**config.mk**
```make
export PLATFORM = sky130hd
export DESIGN_NAME = div_seq_32_flat
export DESIGN_NICKNAME = d
export VERILOG_FILES = /design/src/rtl/div_seq_32_pkg.sv /design/src/rtl/div_seq_32_if.sv /design/src/rtl/div_seq_32_step.sv /design/src/rtl/div_seq_32.sv /design/src/flat_wrapper.sv
export SDC_FILE = /design/constraint.sdc
export NUM_CORES = 1
export LEC_CHECK = 0
export BUFFER_PORTS_ARGS = -buffer_cell sky130_fd_sc_hd__buf_2
export CAP_MARGIN = 5
export CORE_MARGIN = 2
export CORE_UTILIZATION = 60
export CTS_CLUSTER_DIAMETER = 60
export DETAILED_ROUTE_END_ITERATION = 10
export GPL_TIMING_DRIVEN = 0
export HOLD_SLACK_MARGIN = 0.15
export PLACE_DENSITY_LB_ADDON = 0.3
export REMOVE_ABC_BUFFERS = 1
export SLEW_MARGIN = 20
export SYNTH_ARGS = -nofsm -noshare
export SYNTH_HDL_FRONTEND = slang
export SYNTH_SLANG_ARGS = --single-unit
```
**constraint.sdc**
```tcl
create_clock -name clk_i -period 6.2 [get_ports clk_i]
set_input_delay 0.62 -clock clk_i [delete_from_list [all_inputs] [get_ports clk_i]]
set_output_delay 0.62 -clock clk_i [all_outputs]
set_load 0.02 [all_outputs]
```
**src/rtl/div_seq_32_pkg.sv**
```systemverilog
// Shared definitions for the RV32M divide sequencer.
// Op encodings, FSM states and the two special-case constants.
`ifndef GPR_WIDTH
`define GPR_WIDTH 32
`endif
`ifndef On
`define On 1'b1
`endif
`ifndef Off
`define Off 1'b0
`endif

package div_seq_32_pkg;

  typedef enum logic [1:0] {
    OP_DIV  = 2'b00,
    OP_DIVU = 2'b01,
    OP_REM  = 2'b10,
    OP_REMU = 2'b11
  } div_op_t;

  typedef enum logic [2:0] {
    S_IDLE = 3'd0,
    S_PREP = 3'd1,
    S_ITER = 3'd2,
    S_FIX  = 3'd3,
    S_DONE = 3'd4
  } div_state_t;

  localparam logic [31:0] INT_MIN  = 32'h8000_0000;
  localparam logic [31:0] ALL_ONES = 32'hFFFF_FFFF;

  // op_i[0]=1 selects the unsigned flavour
  function automatic logic op_signed(logic [1:0] op);
    return ~op[0];
  endfunction

  // op_i[1]=1 selects the remainder
  function automatic logic op_rem(logic [1:0] op);
    return op[1];
  endfunction

endpackage

```
**src/rtl/div_seq_32_if.sv**
```systemverilog
// Issue/result bundle between decode, the divider and EX/MEM.
// The divider sits on the slave side.
interface div_seq_32_if #(
  parameter int WIDTH = `GPR_WIDTH
);
  logic             start_i;
  logic [1:0]       op_i;
  logic [WIDTH-1:0] rs1_i;
  logic [WIDTH-1:0] rs2_i;
  logic             flush_i;
  logic             busy_o;
  logic             done_o;
  logic [WIDTH-1:0] result_o;

  modport master (
    output start_i, op_i, rs1_i, rs2_i, flush_i,
    input  busy_o, done_o, result_o
  );

  modport slave (
    input  start_i, op_i, rs1_i, rs2_i, flush_i,
    output busy_o, done_o, result_o
  );
endinterface

```
**src/rtl/div_seq_32_step.sv**
```systemverilog
// One radix-2 restoring step on the {R,Q} pair.
// Trial subtract of the divisor from {R,Q[msb]}.
module div_step #(
  parameter int WIDTH = `GPR_WIDTH
) (
  input  logic [WIDTH:0]   r,
  input  logic [WIDTH-1:0] q,
  input  logic [WIDTH-1:0] d,
  output logic [WIDTH:0]   r_nxt,
  output logic [WIDTH-1:0] q_nxt
);

  logic [WIDTH+1:0] diff;
  logic             ge;

  // Trial subtraction; keep it if non-negative, otherwise restore
  always_comb begin
    diff = {r, q[WIDTH-1]} - {2'b00, d};
    ge   = ~diff[WIDTH+1];
    if (ge) begin
      r_nxt = diff[WIDTH:0];
      q_nxt = {q[WIDTH-2:0], 1'b1};
    end else begin
      r_nxt = {r[WIDTH-1:0], q[WIDTH-1]};
      q_nxt = {q[WIDTH-2:0], 1'b0};
    end
  end

endmodule

```
**src/rtl/div_seq_32.sv**
```systemverilog
// Multi-cycle RV32M DIV/DIVU/REM/REMU sequencer for the EX stage.
// Stalls the pipe via busy while a divide is in flight.
module div_seq_32
  import div_seq_32_pkg::*;
#(
  parameter int WIDTH = `GPR_WIDTH
) (
  input  logic        clk_i,
  input  logic        rst_i,
  div_seq_32_if.slave bus
);

  div_state_t       state;
  logic [1:0]       op_q;
  logic [WIDTH-1:0] a_q;
  logic [WIDTH-1:0] b_q;
  logic [WIDTH:0]   r_r;
  logic [WIDTH-1:0] q_r;
  logic [WIDTH-1:0] d_r;
  logic             qneg;
  logic             rneg;
  logic [4:0]       cnt;
  logic [WIDTH-1:0] result_r;
  logic             done_r;

  logic             idle_or_done;
  logic             accept;
  logic             is_signed;
  logic             is_rem;
  logic             a_neg;
  logic             b_neg;
  logic [WIDTH-1:0] a_mag;
  logic [WIDTH-1:0] b_mag;
  logic             div0;
  logic             ovf;
  logic [WIDTH-1:0] special_res;
  logic [WIDTH-1:0] fix_res;
  logic [WIDTH:0]   r_nxt;
  logic [WIDTH-1:0] q_nxt;

  div_step #(.WIDTH(WIDTH)) u_step (
    .r     (r_r),
    .q     (q_r),
    .d     (d_r),
    .r_nxt (r_nxt),
    .q_nxt (q_nxt)
  );

  // Acceptance and the combinational stall request
  always_comb begin
    idle_or_done = (state == S_IDLE) || (state == S_DONE);
    accept       = idle_or_done && bus.start_i && !bus.flush_i;
    bus.busy_o   = accept
                || (state == S_PREP)
                || (state == S_ITER)
                || (state == S_FIX);
  end

  // Operand magnitudes, special cases and final sign fix-up
  always_comb begin
    is_signed = op_signed(op_q);
    is_rem    = op_rem(op_q);
    a_neg     = is_signed && a_q[WIDTH-1];
    b_neg     = is_signed && b_q[WIDTH-1];
    a_mag     = a_neg ? (~a_q + 1'b1) : a_q;
    b_mag     = b_neg ? (~b_q + 1'b1) : b_q;
    div0      = (b_q == '0);
    ovf       = is_signed && (a_q == INT_MIN) && (b_q == ALL_ONES);
    if (div0)
      special_res = is_rem ? a_q : ALL_ONES;
    else
      special_res = is_rem ? '0 : INT_MIN;
    if (is_rem)
      fix_res = rneg ? (~r_r[WIDTH-1:0] + 1'b1) : r_r[WIDTH-1:0];
    else
      fix_res = qneg ? (~q_r + 1'b1) : q_r;
  end

  // Sequencer FSM with registered result and done pulse
  always_ff @(posedge clk_i) begin
    if (rst_i) begin
      state    <= S_IDLE;
      op_q     <= '0;
      a_q      <= '0;
      b_q      <= '0;
      r_r      <= '0;
      q_r      <= '0;
      d_r      <= '0;
      qneg     <= `Off;
      rneg     <= `Off;
      cnt      <= '0;
      result_r <= '0;
      done_r   <= `Off;
    end else if (bus.flush_i) begin
      state  <= S_IDLE;
      done_r <= `Off;
    end else begin
      unique case (state)
        S_IDLE: begin
          if (bus.start_i) begin
            op_q  <= bus.op_i;
            a_q   <= bus.rs1_i;
            b_q   <= bus.rs2_i;
            state <= S_PREP;
          end
        end
        S_PREP: begin
          if (div0 || ovf) begin
            result_r <= special_res;
            done_r   <= `On;
            state    <= S_DONE;
          end else begin
            r_r   <= '0;
            q_r   <= a_mag;
            d_r   <= b_mag;
            qneg  <= a_neg ^ b_neg;
            rneg  <= a_neg;
            cnt   <= '0;
            state <= S_ITER;
          end
        end
        S_ITER: begin
          r_r <= r_nxt;
          q_r <= q_nxt;
          cnt <= cnt + 5'd1;
          if (cnt == 5'd31)
            state <= S_FIX;
        end
        S_FIX: begin
          result_r <= fix_res;
          done_r   <= `On;
          state    <= S_DONE;
        end
        S_DONE: begin
          done_r <= `Off;
          if (bus.start_i) begin
            op_q  <= bus.op_i;
            a_q   <= bus.rs1_i;
            b_q   <= bus.rs2_i;
            state <= S_PREP;
          end else begin
            state <= S_IDLE;
          end
        end
        default: begin
          state  <= S_IDLE;
          done_r <= `Off;
        end
      endcase
    end
  end

  assign bus.done_o   = done_r;
  assign bus.result_o = result_r;

endmodule

```
**src/flat_wrapper.sv**
```systemverilog
// flat-port wrapper written by rule: the top's interface ports become plain ports
module div_seq_32_flat import div_seq_32_pkg::*;
#(
  parameter int WIDTH = `GPR_WIDTH
)
  (clk_i, rst_i, bus_start_i, bus_op_i, bus_rs1_i, bus_rs2_i, bus_flush_i, bus_busy_o, bus_done_o, bus_result_o);
  div_seq_32_if #(.WIDTH(WIDTH)) bus_i ();
  input  logic clk_i;
  input  logic rst_i;
  input wire logic [$bits(bus_i.start_i)-1:0] bus_start_i;
  input wire logic [$bits(bus_i.op_i)-1:0] bus_op_i;
  input wire logic [$bits(bus_i.rs1_i)-1:0] bus_rs1_i;
  input wire logic [$bits(bus_i.rs2_i)-1:0] bus_rs2_i;
  input wire logic [$bits(bus_i.flush_i)-1:0] bus_flush_i;
  output wire logic [$bits(bus_i.busy_o)-1:0] bus_busy_o;
  output wire logic [$bits(bus_i.done_o)-1:0] bus_done_o;
  output wire logic [$bits(bus_i.result_o)-1:0] bus_result_o;
  assign bus_i.start_i = bus_start_i;
  assign bus_i.op_i = bus_op_i;
  assign bus_i.rs1_i = bus_rs1_i;
  assign bus_i.rs2_i = bus_rs2_i;
  assign bus_i.flush_i = bus_flush_i;
  assign bus_busy_o = bus_i.busy_o;
  assign bus_done_o = bus_i.done_o;
  assign bus_result_o = bus_i.result_o;
  div_seq_32 #(.WIDTH(WIDTH)) u_core (.clk_i(clk_i), .rst_i(rst_i), .bus(bus_i));
endmodule
```
==> results.toml, run 1 <==
[outcome]
status = "complete, no violations"

[clock_tree]
cts_resized = 0
cts.sinks = 206
cts_max_level = 1
clockBufferDepth = 3
hold_buffers = 0
clk_pin_slew_ns = 0.06
insertion_delay_ns = 0.52
cts_tree = "done"
numCtsBuffers = 25
cts-root-buf = "clkbuf_16"
cts_setup_buffers = 0

[drt]
drcViolationCount = 0
ant_nets = 0
avgViaCountPerCell = 6.08
vias = 12300
dr.pass1.iters = 6
routedWlPerCell_um = 16.7
drtIter0Drc = 1030
wirelength_um = 33700

[grt]
gr-usage-all-layers_pct = 29.3
grt_pass1_wl_um = 54300
busiest_layer = "met2"
antenna_found_initial = 0
grt.met3_usage_pct = 4.85
grt_pass1_vias = 11000
grt_use_met1_pct = 39.3
grt-ovfl-total = 0
grtUsageMet2_pct = 47.9
grt_max_degree = 120

[critical_path]
worstPathRequired_ns = 6.64
crit_arrival_ns = 4.86
path_max_fanout = 21
critPathLaunch = "u_core.b_q[31]"
r2r_start = "u_core.b_q[31]"
startpoint_type = "flop"
path_class = "reg2reg"
cp-end-kind = "flop"

[power_and_ir_drop]
p_int_uw = 2410
switching_power_uw = 990
ir_drop_mv = 0.202
swShare_pct = 29.1
p_comb_share_pct = 16.5
power_frac_seq_pct = 41.4
powerDensity_nw_per_um2 = 240
pwr-share-clk_pct = 42.0
totalPowerFinal_uw = 3400
leakagePower_uw = 0.00562

[worst_hold_path]
min_from = "bus_rs2_i[6]"
hp-class = "in2reg"

[place]
place.gp.congestion = 0.928
dp_hpwl_um = 23500
io_buffers = 103

[layout]
final_common_cell = "nand2_1"
final_nets = 1835
layout_common_cells = "302 x nand2_1, 205 x dfxtp_1, 172 x a21oi_1"
n_antenna_cell = 0
area_growth_pct = 11.7
drive_gt1_share_pct = 11.5

[sta]
fin_crit_sh_pct = 71.3
hold_ws_ns = 0.330
setup_viol = 0
skew_ns = 0.0100
finalHoldViolCount = 0
fmax_mhz = 226
tns_ns = 0
slew_violations = 0
max_slew_margin_pct = 24.8
post-route-min-period_ns = 4.42
rsz0062_at_grt = "false"
worstMarginPinSlew_ns = 1.13

[die]
fp-row-count = 53
start_util_pct = 60.9
core_um2 = 20900
die_h_um = 150
die_area_um2 = 22400
ios = 104
die_w_um = 150

[synthesis]
synth_ff_type = "dfxtp_1"
syn_avg_cell_area_um2 = 7.49
synth_warnings = 0
async_reset_ff_share_pct = 0
postSynthCellCount = 1696
synth_enable_flop_cells = 0
ys_seq_area_share_pct = 32.4
synth_area_um2 = 12700
synth_cell_types = 74
yosys_register_bits = 206

[job]
drv_cap = 0
[through the flow]
| stage | cells | setup WS, ns | area [um^2] | util (%) |
|---|---|---|---|---|
| 6_report | 2016 | 1.78 | 14200 | 68.0 |
| 5_1_grt | 2016 | 1.64 | 14200 | 68.0 |
| 4_1_cts | 2016 | 1.95 | 14200 | 67.9 |
| 3_5_place_dp | 1973 | 1.93 | 13400 | 64.0 |
| 3_3_place_gp | 1956 | -1.74 | 13100 | 62.7 |
| 2_1_floorplan | 1578 | 0.924 | 12200 | - |
[power by group through the flow]
stage | Sequential [uW] | Clock, uW | Combinational, uW
floorplan | 1420 | 0 | 389
global placement | 1430 | 0 | 524
global route | 1410 | 1500 | 620
detailed placement | 1440 | 0 | 549
finish | 1410 | 1430 | 562
CTS | 1410 | 1440 | 554
[final timing paths]
kind	slack, ns	depth (start not counted)	endpoint
min reg2reg	0.45	2	u_core.bus.result_o[8]
min	0.33	3	u_core.b_q[6]
max reg2reg	1.78	8	u_core.bus.result_o[29]
max	1.78	8	u_core.bus.result_o[29]
[cell usage after synthesis, drive strengths merged (4+ instances only)]
library cell | number | share of area (%)
nor2 | 119 | 3.5
nand3 | 90 | 3.5
or3 | 13 | 0.64
a32oi | 8 | 0.55
nor2b | 4 | 0.20
a31oi | 8 | 0.39
a32o | 5 | 0.39
ha | 39 | 3.8
a221oi | 7 | 0.58
o41ai | 15 | 1.2
nand4b | 4 | 0.28
o21ai | 82 | 3.2
buf | 22 | 0.81
inv | 52 | 1.5
nor3 | 34 | 1.5
nor3b | 4 | 0.24
o211ai | 41 | 2.5
o31ai | 29 | 1.9
mux2i | 7 | 0.55
o221ai | 7 | 0.53
clkbuf | 96 | 2.8
a21oi | 172 | 6.8
o22ai | 5 | 0.25
o21bai | 4 | 0.24
and2 | 4 | 0.20
a21o | 13 | 0.77
o2111ai | 9 | 0.62
or4 | 13 | 0.80
nand2b | 12 | 0.59
or2 | 4 | 0.20
and3 | 9 | 0.44
nand4 | 17 | 0.84
nor4 | 18 | 1.2
and4 | 5 | 0.34
a211oi | 38 | 2.2
dfxtp | 206 | 32
xor2 | 74 | 5.2
xnor2 | 70 | 4.8
nand2 | 302 | 8.9
[area by class of cell]
| class | instances | area [um^2] |
|---|---|---|
| fill | 1805 | 6690 |
| clock inverter | 13 | 110 |
| timing repair buffer | 120 | 732 |
| inverter | 52 | 195 |
| clock buffer | 30 | 694 |
| multi-input combinational | 1320 | 7990 |
| sequential | 206 | 4130 |
| tap | 275 | 344 |
[metal layers]
layer / up-vias / part of all wire [%]
li1: 6114 / -
met1: 5577 / 44
met2: 481 / 46
met3: 83 / 8.0
met4: 0 / 2.7
met5: - / 0
[cell families after synthesis]
group	synth area share, %
xor gates and xnor gates	9.98
and+or+nand+nor	23.8
adders and majority gates	4.00
DFF	32.4
buffers and inverters	5.18
AOI/OAI and AO/OA	24.0
muxes	0.640
[registers in the layout, indices dropped and copies added (netlist names)]
| name | flops |
|---|---|
| u_core.bus.result_o | 32 |
| u_core.a_q | 32 |
| u_core.q_r | 32 |
| u_core.state | 3 |
| u_core.op_q | 2 |
| u_core.bus.done_o | 1 |
| u_core.d_r | 32 |
| u_core.qneg | 1 |
| u_core.cnt | 5 |
| u_core.rneg | 1 |
| u_core.r_r | 33 |
| u_core.b_q | 32 |
[worst max-delay path, cell delays in order, from the launching register on]
cell	delay, ns
dfxtp_1	0.59
nand4_1	0.14
nor4_1	0.82
nand4_1	0.23
o211ai_2	0.39
nand2_1	0.66
nor3_2	0.99
o211ai_1	0.25
o21ai_1	0.25
No activity file was read; power rests on OpenSTA's default activity.
==> run 2: changes to the inputs <==
--- a/config.mk
+++ b/config.mk
@@ -8,7 +8,7 @@
 export BUFFER_PORTS_ARGS = -buffer_cell sky130_fd_sc_hd__buf_2
 export CAP_MARGIN = 5
 export CORE_MARGIN = 2
-export CORE_UTILIZATION = 60
+export CORE_UTILIZATION = 55
 export CTS_CLUSTER_DIAMETER = 60
 export DETAILED_ROUTE_END_ITERATION = 10
 export GPL_TIMING_DRIVEN = 0
==> constraint.sdc (replaced) <==
create_clock -name clk_i -period 3.6 [get_ports clk_i]
set_input_delay 0.36 -clock clk_i [delete_from_list [all_inputs] [get_ports clk_i]]
set_output_delay 0.36 -clock clk_i [all_outputs]
set_load 0.02 [all_outputs]
==> results.toml, run 2 (synthesis results as in run 1) <==
[layout]
layout_common_cells = "301 x nand2_1, 205 x dfxtp_1, 172 x a21oi_1"
design_area_um2 = 15100
n_antenna_cell = 0
n_fill_cell = 1889
final_common_cell = "nand2_1"
final_cell_count_no_fill = 2101
final_nets = 1912
drive_gt1_share_pct = 11.6
area_growth_pct = 18.5
largest_register = "u_core.r_r"
largest_register_ffs = 33

[sta]
slew_violations = 0
post-route-min-period_ns = 3.43
finalHoldViolCount = 0
setup_viol = 0
fin_crit_sh_pct = 95.3
max_slew_margin_pct = 24.2
finalWorstSetupSlack_ns = 0.169
fmax_mhz = 291
worstMarginPinSlew_ns = 1.13
rsz0062_at_grt = "true"
skew_ns = 0.0126

[die]
ios = 104
core_um2 = 22600
die_w_um = 156
die_area_um2 = 24300
start_util_pct = 56.1
fp-row-count = 55
die_h_um = 156

[power_and_ir_drop]
ir_drop_mv = 0.375
leakagePower_uw = 0.00598
powerDensity_nw_per_um2 = 398

[drt]
drtIter0Drc = 979
routedWlPerCell_um = 16.9
drcViolationCount = 0
avgViaCountPerCell = 6.03
ant_nets = 0
wirelength_um = 35500
vias = 12700
dr.pass1.iters = 5

[critical_path]
crit_path_max_incr_delay_ns = 0.43
crit_arrival_ns = 3.83
startpoint_type = "flop"
path_max_fanout = 4
cp-end-kind = "flop"
worstPathRequired_ns = 4.00
path_delay_family = "compound AO/OA/AOI/OAI gates"
crit_chain = "inv_1 -> ha_1 -> inv_1 -> fa_1 -> a21o_1 -> a221oi_4 -> o2bb2ai_1 -> and3_1 -> o31a_1 -> a221o_1 -> a221oi_1 -> o21ai_1"
worst-path-buf-inv = 2
ff2ff_setup_slack_ns = 0.17
cpMaxStageDelayCell = "a221o_1"
crit_top_cell = "inv_1"
path_class = "reg2reg"

[grt]
antenna_found_initial = 0
grt_max_degree = 125
grt_pass1_vias = 11500
grt-ovfl-total = 0
grt_pass1_wl_um = 56500
gr-usage-all-layers_pct = 28.1

[place]
io_buffers = 103
dp_hpwl_um = 24000
placed_cells = 1984
place_area_um2 = 13400
place.gp.congestion = 0.936
post-place-ws_ns = -0.821

[clock_tree]
cts_tree = "done"
numCtsBuffers = 24
clk_pin_slew_ns = 0.06
insertion_delay_ns = 0.52
cts_max_level = 1
cts.sinks = 206
cts-root-buf = "clkbuf_16"
clockBufferDepth = 3

[outcome]
status = "complete, no violations"

[job]
drv_cap = 0

[worst_hold_path]
hp-class = "in2reg"
run 2: repair_timing:
action / CTS / global route
gates cloned: 1 / 0
hold buffers: 66 / 0
buffers inserted: 2 / 8
pin swaps: 2 / 3
setup endpoints to repair: 70 / 52
resized for setup: 9 / 6
hold endpoints to repair: 66 / 0
run 2: worst register-to-register path: stages (launching register included):
cell       delay, ns
dfxtp_1         0.34
inv_1           0.18
ha_1            0.20
inv_1           0.05
fa_1            0.40
a21o_1          0.21
a221oi_4        0.32
o2bb2ai_1       0.18
and3_1          0.22
o31a_1          0.34
a221o_1         0.43
a221oi_1        0.35
o21ai_1         0.09
run 2: final timing paths:
check	from	endpoint	depth (start not counted)
setup / recovery	u_core.q_r[31]	u_core.r_r[32]	12
hold / removal	rst_i	u_core.b_q[27]	2
setup reg to reg	u_core.q_r[31]	u_core.r_r[32]	12
hold reg to reg	u_core.bus.result_o[9]	u_core.bus.result_o[9]	2
run 2: metrics by stage:
step | TNS [ns] | utilization [%] | total power, uW | hold WS, ns
floorplan | -130.97 | - | 3120 | 0.429
global placement | -480.88 | 57.9 | 3390 | 0.437
detailed placement | -13.83 | 59.2 | 3430 | 0.442
CTS | 0 | 66.0 | 5960 | 0.153
global route | -0.0107 | 66.5 | 6220 | 0.171
finish | 0 | 66.5 | 6000 | 0.167
run 2: power breakdown:
part	leakage, uW	total, uW	internal [uW]	switching (uW)
clock	0.000389	2450	1500	949
sequential	0.00167	2430	2340	89.2
combinational	0.00393	1120	474	646
run 2: metal layers:
layer / part of all wire (%) / global-route usage, % / vias to the layer above
met2: 47 / 48.0 / 459
met4: 2.9 / 8.74 / 0
met5: 0 / 0 / -
met3: 7.4 / 4.67 / 69
met1: 43 / 36.4 / 5856
li1: - / - / 6283
run 2: area by class of cell:
cell class                 instances  area (um^2)  share of cell area (%)
sequential                       206         4130                    27.4
timing repair buffer             197         1510                    10.0
clock inverter                     6         82.6                   0.548
tap                              285          357                    2.37
clock buffer                      34          709                    4.71
multi-input combinational       1321         8090                    53.7
inverter                          52          195                    1.30
==> run 3: changes to the inputs <==
--- a/config.mk
+++ b/config.mk
@@ -7,6 +7,7 @@
 export LEC_CHECK = 0
 export BUFFER_PORTS_ARGS = -buffer_cell sky130_fd_sc_hd__buf_2
 export CAP_MARGIN = 5
+export CORE_ASPECT_RATIO = 0.8
 export CORE_MARGIN = 2
 export CORE_UTILIZATION = 55
 export CTS_CLUSTER_DIAMETER = 60
@@ -15,6 +16,7 @@
 export HOLD_SLACK_MARGIN = 0.15
 export PLACE_DENSITY_LB_ADDON = 0.3
 export REMOVE_ABC_BUFFERS = 1
+export SETUP_SLACK_MARGIN = 0.1
 export SLEW_MARGIN = 20
 export SYNTH_ARGS = -nofsm -noshare
 export SYNTH_HDL_FRONTEND = slang
==> results.toml, run 3 (synthesis results as in run 1) <==
[drt]
dr.pass1.iters = 6
avgViaCountPerCell = 6.05
drtIter0Drc = 1208
routedWlPerCell_um = 17.2
drcViolationCount = 0
vias = 12900
wirelength_um = 36600
ant_nets = 0

[critical_path]
path_class = "reg2reg"
path_max_fanout = 3
crit_arrival_ns = 3.78
startpoint_type = "flop"
reg2reg_depth = 13
cp-end-kind = "flop"
path_delay_family = "compound AO/OA/AOI/OAI gates"
path_depth = 13
worst-path-buf-inv = 2
cpMaxStageDelayCell = "fa_1"
crit_path_max_incr_delay_ns = 0.41
worstPathRequired_ns = 4.05
crit_chain = "inv_2 -> ha_1 -> inv_1 -> fa_1 -> a21o_1 -> a221oi_4 -> o2bb2ai_2 -> and3_1 -> o31a_1 -> a221o_1 -> nor4b_2 -> a221oi_1 -> o21ai_1"

[sta]
setup_viol = 0
finalWorstSetupSlack_ns = 0.271
finalHoldViolCount = 0
hold_ws_ns = 0.208
max_slew_margin_pct = 26.0
slew_violations = 0
rsz0062_at_grt = "false"
fin_crit_sh_pct = 92.5
skew_ns = 0.00921
post-route-min-period_ns = 3.33
worstMarginPinSlew_ns = 1.11
tns_ns = 0
fmax_mhz = 300

[grt]
grt_max_degree = 84
grt_use_met1_pct = 41.1
grt_pass1_vias = 11700
grt_pass1_wl_um = 59400
grt-ovfl-total = 0
antenna_found_initial = 0
gr-usage-all-layers_pct = 29.2
grt.met3_usage_pct = 4.91
busiest_layer = "met2"
grtUsageMet2_pct = 46.7

[layout]
final_common_cell = "nand2_1"
n_antenna_cell = 0
final_nets = 1916
layout_common_cells = "301 x nand2_1, 203 x dfxtp_1, 172 x a21oi_1"
n_fill_cell = 1978
final_util_pct = 67.0
drive_gt1_share_pct = 12.2
area_growth_pct = 19.0
largest_register_ffs = 33
largest_register = "u_core.r_r"
design_area_um2 = 15100

[outcome]
status = "complete, no violations"

[worst_hold_path]
hp-class = "in2reg"
hold_depth = 3

[clock_tree]
cts_max_level = 1
clk_pin_slew_ns = 0.06
numCtsBuffers = 23
cts_tree = "done"
cts-root-buf = "clkbuf_16"
cts.sinks = 206
insertion_delay_ns = 0.52
clockBufferDepth = 3

[die]
fp-row-count = 49
die_area_um2 = 24400
die_w_um = 174
ios = 104
die_h_um = 140
start_util_pct = 56.3
core_um2 = 22600

[power_and_ir_drop]
leakagePower_uw = 0.00600
ir_drop_mv = 0.277
powerDensity_nw_per_um2 = 392

[job]
drv_cap = 0

[place]
dp_hpwl_um = 25000
place.gp.congestion = 0.914
place_area_um2 = 13400
io_buffers = 103
post-place-ws_ns = -0.731
-- run 3: layer usage --
layer | part of all wire (%) | vias to the layer above
met4 | 2.1 | 0
met2 | 45 | 467
met5 | 0 | -
met1 | 45 | 6059
met3 | 7.5 | 61
li1 | - | 6290
-- run 3: path summary, 6_finish.rpt --
kind	start	to	slack, ns
worst max-delay path	u_core.q_r[31]	u_core.r_r[32]	0.27
worst min-delay path	bus_start_i	u_core.state[0]	0.21
worst max register to register	u_core.q_r[31]	u_core.r_r[32]	0.27
worst min register to register	u_core.bus.result_o[9]	u_core.bus.result_o[9]	0.45
-- run 3: what timing repair did --
item | in CTS | in global routing
resized for setup | 10 | 11
endpoints found under the setup margin | 75 | 79
cloned | 1 | 0
pin swaps | 3 | 4
setup buffers | 8 | 7
hold buffers | 66 | 0
hold endpoints to repair | 66 | 0
-- run 3: report_power, final --
group	switching [uW]	internal (uW)	total, uW
Sequential	92.6	2340	2430
Clock	988	1330	2310
Combinational	677	509	1190
-- run 3: worst min-delay path: stages --
cell	delay [ns]
buf_2	0.10
nand2_1	0.11
a2111oi_0	0.10
-- run 3: area by class of cell --
cell class                 count  area, um^2  area share [%]
tap                          306         383            2.53
multi-input combinational   1321        8120            53.7
sequential                   206        4130            27.3
inverter                      52         195            1.29
clock inverter                 4        27.5           0.182
clock buffer                  37         698            4.62
timing repair buffer         202        1570            10.4
-- run 3: through the flow --
step	cells	total power [uW]
after floorplan	1578	3120
after global placement	1987	3390
after detailed placement	2005	3440
after CTS	2121	5860
after global routing	2128	6160
final	2128	5930
